$ cat src/rtl/tiled_row_accumulator_pkg.sv
// Shared types and defaults for the tiled row accumulator.
package tiled_row_accumulator_pkg;

    localparam int NUM_BITS          = 8;
    localparam int N                 = 4;
    localparam int ACC_LANES_DEFAULT = 1;

    typedef enum logic {
        ACC_FILL = 1'b0,
        ACC_HOLD = 1'b1
    } acc_state_e;

endpackage

$ cat src/rtl/tiled_row_accumulator_acc_lane_add.sv
// One lane of the rotate-accumulate datapath: data + (en ? stored : 0).
// Define ACC_SATURATE_EN to clamp accumulating sums at 2^WIDTH-1 and flag overflow.
module acc_lane_add
    import tiled_row_accumulator_pkg::*;
#(
    parameter int WIDTH = NUM_BITS
) (
    input  logic             en_i,
    input  logic [WIDTH-1:0] acc_i,
    input  logic [WIDTH-1:0] data_i,
    output logic [WIDTH-1:0] sum_o,
    output logic             ovf_o
);

    logic [WIDTH-1:0] addend;

    assign addend = en_i ? acc_i : {WIDTH{1'b0}};

`ifdef ACC_SATURATE_EN
    logic [WIDTH:0] full_sum;

    assign full_sum = {1'b0, data_i} + {1'b0, addend};
    assign sum_o    = full_sum[WIDTH] ? {WIDTH{1'b1}} : full_sum[WIDTH-1:0];
    assign ovf_o    = full_sum[WIDTH];
`else
    assign sum_o = data_i + addend;
    assign ovf_o = 1'b0;
`endif

endmodule

$ cat src/rtl/tiled_row_accumulator.sv
// Collects one output row, LANES elements per beat, over one or more K-passes.
// Saturating accumulation is enabled by defining ACC_SATURATE_EN.
module tiled_row_accumulator
    import tiled_row_accumulator_pkg::*;
#(
    parameter int WIDTH = NUM_BITS,
    parameter int DEPTH = N,
    parameter int LANES = ACC_LANES_DEFAULT
) (
    input  logic                        clk_i,
    input  logic                        rst_i,
    input  logic                        in_valid_i,
    output logic                        in_ready_o,
    input  logic [LANES-1:0][WIDTH-1:0] in_data_i,
    input  logic                        in_accum_i,
    input  logic                        in_last_i,
    output logic                        out_valid_o,
    input  logic                        out_ready_i,
    output logic [DEPTH-1:0][WIDTH-1:0] out_data_o,
    output logic                        ovf_o
);

    localparam int BEATS = DEPTH / LANES;
    localparam int CNT_W = (BEATS > 1) ? $clog2(BEATS) : 1;
    localparam logic [CNT_W-1:0] LAST_BEAT = CNT_W'(BEATS - 1);

    if (DEPTH % LANES != 0) begin : g_bad_cfg
        $error("tiled_row_accumulator: DEPTH must be a multiple of LANES");
    end

    acc_state_e       state_q, state_d;
    logic [CNT_W-1:0] cnt_q, cnt_d;
    logic             ovf_q, ovf_d;
    logic             ready_en_q, ready_en_d;
    logic [WIDTH-1:0] data_q [DEPTH];
    logic [WIDTH-1:0] data_d [DEPTH];
    logic [WIDTH-1:0] shifted [DEPTH];
    logic             lane_ovf [LANES];
    logic             accept;
    logic             any_ovf;

    // Lanes fold the oldest LANES elements into the incoming beat; the rest slide up.
    for (genvar gi = 0; gi < LANES; gi++) begin : g_lane
        acc_lane_add #(.WIDTH(WIDTH)) u_add (
            .en_i   (in_accum_i),
            .acc_i  (data_q[DEPTH-LANES+gi]),
            .data_i (in_data_i[gi]),
            .sum_o  (shifted[gi]),
            .ovf_o  (lane_ovf[gi])
        );
    end

    for (genvar gi = LANES; gi < DEPTH; gi++) begin : g_shift
        assign shifted[gi] = data_q[gi-LANES];
    end

    assign in_ready_o  = (state_q == ACC_FILL) && ready_en_q;
    assign out_valid_o = (state_q == ACC_HOLD);
    assign ovf_o       = ovf_q;
    assign accept      = in_valid_i && in_ready_o;

    always_comb begin
        for (int i = 0; i < DEPTH; i++) begin
            out_data_o[i] = data_q[i];
        end
    end

    always_comb begin
        state_d    = state_q;
        cnt_d      = cnt_q;
        ovf_d      = ovf_q;
        data_d     = data_q;
        ready_en_d = 1'b1;
        any_ovf    = 1'b0;
        for (int i = 0; i < LANES; i++) begin
            any_ovf = any_ovf | lane_ovf[i];
        end
        case (state_q)
            ACC_FILL: begin
                if (accept) begin
                    data_d = shifted;
                    ovf_d  = ovf_q | any_ovf;
                    if (cnt_q == LAST_BEAT) begin
                        cnt_d = '0;
                        if (in_last_i) begin
                            state_d = ACC_HOLD;
                        end
                    end else begin
                        cnt_d = cnt_q + 1'b1;
                    end
                end
            end
            ACC_HOLD: begin
                if (out_ready_i) begin
                    state_d = ACC_FILL;
                    ovf_d   = 1'b0;
                end
            end
            default: state_d = ACC_FILL;
        endcase
    end

    always_ff @(posedge clk_i or posedge rst_i) begin
        if (rst_i) begin
            state_q    <= ACC_FILL;
            cnt_q      <= '0;
            ovf_q      <= 1'b0;
            ready_en_q <= 1'b0;
            data_q     <= '{default: '0};
        end else begin
            state_q    <= state_d;
            cnt_q      <= cnt_d;
            ovf_q      <= ovf_d;
            ready_en_q <= ready_en_d;
            data_q     <= data_d;
        end
    end

endmodule

$ cat config.mk
export PLATFORM = sky130hd
export DESIGN_NAME = tiled_row_accumulator
export DESIGN_NICKNAME = d
export VERILOG_FILES = /design/src/rtl/tiled_row_accumulator_pkg.sv /design/src/rtl/tiled_row_accumulator_acc_lane_add.sv /design/src/rtl/tiled_row_accumulator.sv
export SDC_FILE = /design/constraint.sdc
export NUM_CORES = 1
export LEC_CHECK = 0
export CAP_MARGIN = 20
export CELL_PAD_IN_SITES_DETAIL_PLACEMENT = 0
export CELL_PAD_IN_SITES_GLOBAL_PLACEMENT = 2
export CORE_AREA = 4 4 70 89
export DETAILED_ROUTE_END_ITERATION = 12
export DIE_AREA = 0 0 74 93
export GPL_TIMING_DRIVEN = 1
export PLACE_DENSITY_LB_ADDON = 0.12
export SLEW_MARGIN = 20
export SYNTH_ARGS = -nofsm -noshare
export SYNTH_HDL_FRONTEND = slang
export SYNTH_SLANG_ARGS = --single-unit
export TNS_END_PERCENT = 20
$ cat constraint.sdc
create_clock -name clk_i -period 4.2 [get_ports clk_i]
set_clock_uncertainty 0.1 [all_clocks]
set_input_delay 1.05 -clock clk_i [delete_from_list [all_inputs] [get_ports clk_i]]
set_output_delay 1.05 -clock clk_i [all_outputs]
set_load 0.03 [all_outputs]
; ---- Word-level counts from Yosys, hierarchy flattened
; Index checks and enable logic that the tools add are counted.
[op_classes]
add_sub_neg = 2
eq_ne = 2
mux = 9
bitwise_logic = 1
reduce_logical = 4
[op_table]
columns = operator, count
row1 = $add A8 B8 Y8, 1
row2 = $mux W8, 1
row3 = $mux W1, 6
row4 = $reduce_and A2 Y1, 2
row5 = $add A2 B1 Y2 const B, 1
row6 = $eq A2 B2 Y1 const B, 1
row7 = $logic_and A1 B1 Y1, 2
row8 = $mux W2, 1
row9 = $ne A2 B2 Y1 const B, 1
row10 = $pmux W1 S2, 1
row11 = $not A1 Y1, 1
[totals]
ff_bits = 37
in_bits = 14

; ---- Logic depth before layout (Yosys ltp)
[depth]
depth_word = 5
ltp_mapped = 9

; ---- Modules after synthesis
; A second synthesis with hierarchy kept.
[hier_totals]
cells_unflattened = 158
hier_area_um2 = 2072.0
[modules_own_cells]
columns = mod, instances, cells_each, area_per_inst_um2, seq_area_each_um2
row1 = tiled_row_accumulator, 1, 109, 1714.1, 925.9
row2 = acc_lane_add, 1, 49, 357.8, 0.0

; ---- Least setup slack after synthesis
; OpenSTA, ideal clock, no wires.
[synth_path]
path_type = input to register
from = in in_accum_i
to = reg data_q, in the netlist out_data_o[6]
setup_ns = 0.095
arrival_time_ns = 2.492
path_slack_ns = 1.512
stages = 9
n_path_buf = 0
path_cell_list = and2_1 -> ha_1 -> inv_1 -> fa_1 -> nor2b_4 -> o31a_1 -> o21a_1 -> o21a_1 -> o31ai_1
[synth_via]
elab_chain_cells = 2
[synth_lines]
columns = item, line
row1 = "start, declared", tiled_row_accumulator.sv:15  ; input logic in_accum_i,
row2 = $mux W8, tiled_row_accumulator_acc_lane_add.sv:17  ; assign addend = en_i ? acc_i : {WIDTH{1'b0}};
row3 = $add A8 B8 Y8, tiled_row_accumulator_acc_lane_add.sv:26  ; assign sum_o = data_i + addend;
row4 = "end signal, assigned", tiled_row_accumulator.sv:115  ; data_q <= data_d;
row5 = "end, declared", tiled_row_accumulator.sv:35  ; logic [WIDTH-1:0] data_q [DEPTH];
; Every way passes these cells.
; A chain may end at the register's enable or synchronous reset.

; ---- Worst setup path after layout
; Same ends and word-level chain as after synthesis.

==> qor.yml <==
outcome: "completed"
ys_ff_latch: 36
clock_path_buffers: 2
slew_viol_final: 0
die_h_um: 93
gr-usage-met2_pct: 17.8
critPathLaunchType: "input pin"
cap_violations: 0
critical_path_class: "input pin to flop"
power.density_nw_per_um2: 776
reg2reg_from: "out_data_o[24]$_DFFE_PP0P_"
start_util_pct: 31.4
fillers: 516
dr.pass1.iters: 4
ys_seq_area_share_pct: 53.4
cp_top_family: "compound AO/OA/AOI/OAI gates"
portBuffers: 47
endpoint: "out_data_o[6]$_DFFE_PP0P_"
first_iter_violations: 54
synthCells: 136
grt_pass1_vias: 1254
fin_crit_ns: 3.18
fmax_mhz: 315
ff2ff_path_depth: 9
synthesis.area_sq_um: 1690
cp_num_buf_inv: 2
area.growth.synth_to_final_pct: 37.3
hold_viol: 0
rsz0062_at_grt: "no"
hpwl_um: 2480
reg2reg_to: "out_data_o[6]$_DFFE_PP0P_"
dr_total_vias: 1175
path_cells: "clkdlybuf4s50_1, and2_1, ha_1, inv_1, fa_1, nor2b_4, o31a_1, o21a_1, o21a_1, o31ai_1"
postRouteAntennaNets: 0
coreArea_sq_um: 5370
cp_num_cells: 10
async_flop_share_pct: 100
crit_path_max_fanout: 8
layout-drive-gt1-share_pct: 18.6
cpMostUsedCell: "o21a_1"
die_width_um: 74
critical_path.endpoint_type: "flop"
htree_num_levels: 2
cp-startpoint: "in_accum_i"
pre_cts_slack_ns: 0.721
top_usage_layer: "met2"
num_rows: 30
grt_pass1_wl_um: 5930
drc: 0
clkTransAtPathRegs_ns: 0.07
cts_tree: "yes"
synth-main-ff-cell: "dfrtp_1"
finalWirelength_um: 3450
hp-class: "flop to flop"
hold_buffers: 0
clock-sinks: 36
antenna_found_initial: 0
detail_route.wl_per_cell_um: 13.7
hold_depth: 1
period_share_pct: 75.6
vdd_ir_drop_max_uv: 340
fin_setup_tns_ns: 0
ioPinCount: 49
grt_overflow: 0
worstPathArrival_ns: 3.27
synth_cell_types: 27
setup_viol: 0
slowest_delay_ns: 0.56
grtUsageMet3_pct: 3.76
synth_edf_count: 0
cts_buffers: 5
layout_setup_ws_ns: 1.03
leakage_nw: 1.02
post_cts_buffers: 0
grt_max_degree: 44
syn-num-nets: 159
nets: 210
cts_resized: 0
avgSynthCellArea_sq_um: 12.4
use_met1_pct: 13.8
hold_slack_ns: 0.412
n_antenna_cell: 0
gp_congestion: 0.725
cp_slowest_cell: "clkdlybuf4s50_1"
r2r_slack_ns: 2.07
avgViaCountPerCell: 4.66
root_buffer: "clkbuf_8"
required_ns: 4.29
die_area_sq_um: 6880
ys_warn_count: 0
grt_util_all_layers_pct: 11.3
clock_latency_ns: 0.28
## cells in the final DEF, fill, tap and decap left out
cell             instances
inv_1                    5
clkdlybuf4s50_1         47
o31ai_1                  1
fa_1                     1
conb_1                   2
a21oi_1                  3
o31a_1                   1
ha_1                     8
xor2_1                   4
clkbuf_1                 2
o21a_1                   3
nor3_1                   3
nor2b_1                  1
nor2b_4                  1
o21bai_1                 2
dfrtp_1                 36
a211oi_1                 3
o22ai_1                  1
mux2_2                  26
a21o_1                   3
nand2_1                 11
nand3_1                  1
clkbuf_8                 6
o21ai_0                  7
buf_4                    2
and2_1                   6
nor2_1                   1
xnor2_1                  1
## where the power goes
group | switching, mW | total [mW] | internal [mW]
registers | 0.111 | 0.618 | 0.507
clock network | 0.114 | 0.247 | 0.134
logic | 0.497 | 0.933 | 0.436
total | 0.722 | 1.80 | 1.08
## flip-flops by register name, summed over array words and instances (netlist names)
signal,flops
cnt_q,2
out_data_o,32
out_valid_o,1
ready_en_q,1
## synthesized netlist by cell type, drive strengths merged, types with 2 or more instances
cell type	n	share of area [%]
a21o	3	1.3
o21ai	7	2.1
mux2	26	17
buf	4	1.3
nor2b	2	1.2
o21a	3	1.3
nor3	3	0.89
o21bai	2	0.89
a21oi	3	0.89
a211oi	3	1.3
ha	8	5.9
inv	5	1.1
and2	6	2.2
dfrtp	36	53
nand2	11	2.4
conb	2	0.44
xor2	4	2.1
## routing by layer
layer	share of wire (%)	wire, um
met1	43	1480
met2	49	1670
met3	6.5	224
met4	1.9	66
met5	0	0
## worst reg2reg max path, stage by stage (launching register included)
cell and delay, ns:
dfrtp_1 0.39, and2_1 0.14, ha_1 0.20, inv_1 0.07, fa_1 0.26, nor2b_4 0.06, o31a_1 0.25, o21a_1 0.19
o21a_1 0.17, o31ai_1 0.21
## cell families after synthesis
kind of cell,count (synthesis),share of synthesized area [%]
compound gates,24,9.19
simple gates,24,7.26
buf+inv,10,2.67
flops,36,53.4
mux,26,17.3
fa+ha+maj,9,7.12
xor+xnor,5,2.59
other cells,2,0.445
## final cells by class
cell class	instances	area, sq um	share of cell area [%]
flip-flops and latches	36	901	38.9
multi-input cells	90	742	32.0
repair buffers	49	485	21.0
clock buffers	8	90.1	3.89
well taps	64	80.1	3.46
inverters	5	18.8	0.810
## how the worst min path moves through the flow
stage	from	end	slack, ns
2_1_floorplan	cnt_q[0]$_DFFE_PP0P_	cnt_q[0]$_DFFE_PP0P_	0.38
3_3_place_gp	cnt_q[0]$_DFFE_PP0P_	cnt_q[0]$_DFFE_PP0P_	0.39
3_5_place_dp	cnt_q[0]$_DFFE_PP0P_	cnt_q[0]$_DFFE_PP0P_	0.40
4_1_cts	cnt_q[0]$_DFFE_PP0P_	cnt_q[0]$_DFFE_PP0P_	0.42
5_1_grt	out_data_o[6]$_DFFE_PP0P_	out_data_o[6]$_DFFE_PP0P_	0.45
6_report	cnt_q[0]$_DFFE_PP0P_	cnt_q[0]$_DFFE_PP0P_	0.41
## per-stage QoR
stage                     power [mW]  area (sq um)  utilization, %  std cells
after floorplan                 1.18          1690               -        136
after global placement          1.56          2230            41.5        244
after detailed placement        1.57          2230            41.5        244
after CTS                       1.83          2320            43.2        252
after global routing            1.92          2320            43.2        252
final                           1.80          2320            43.2        252
Note: power is estimated with default switching activity, not from simulation.
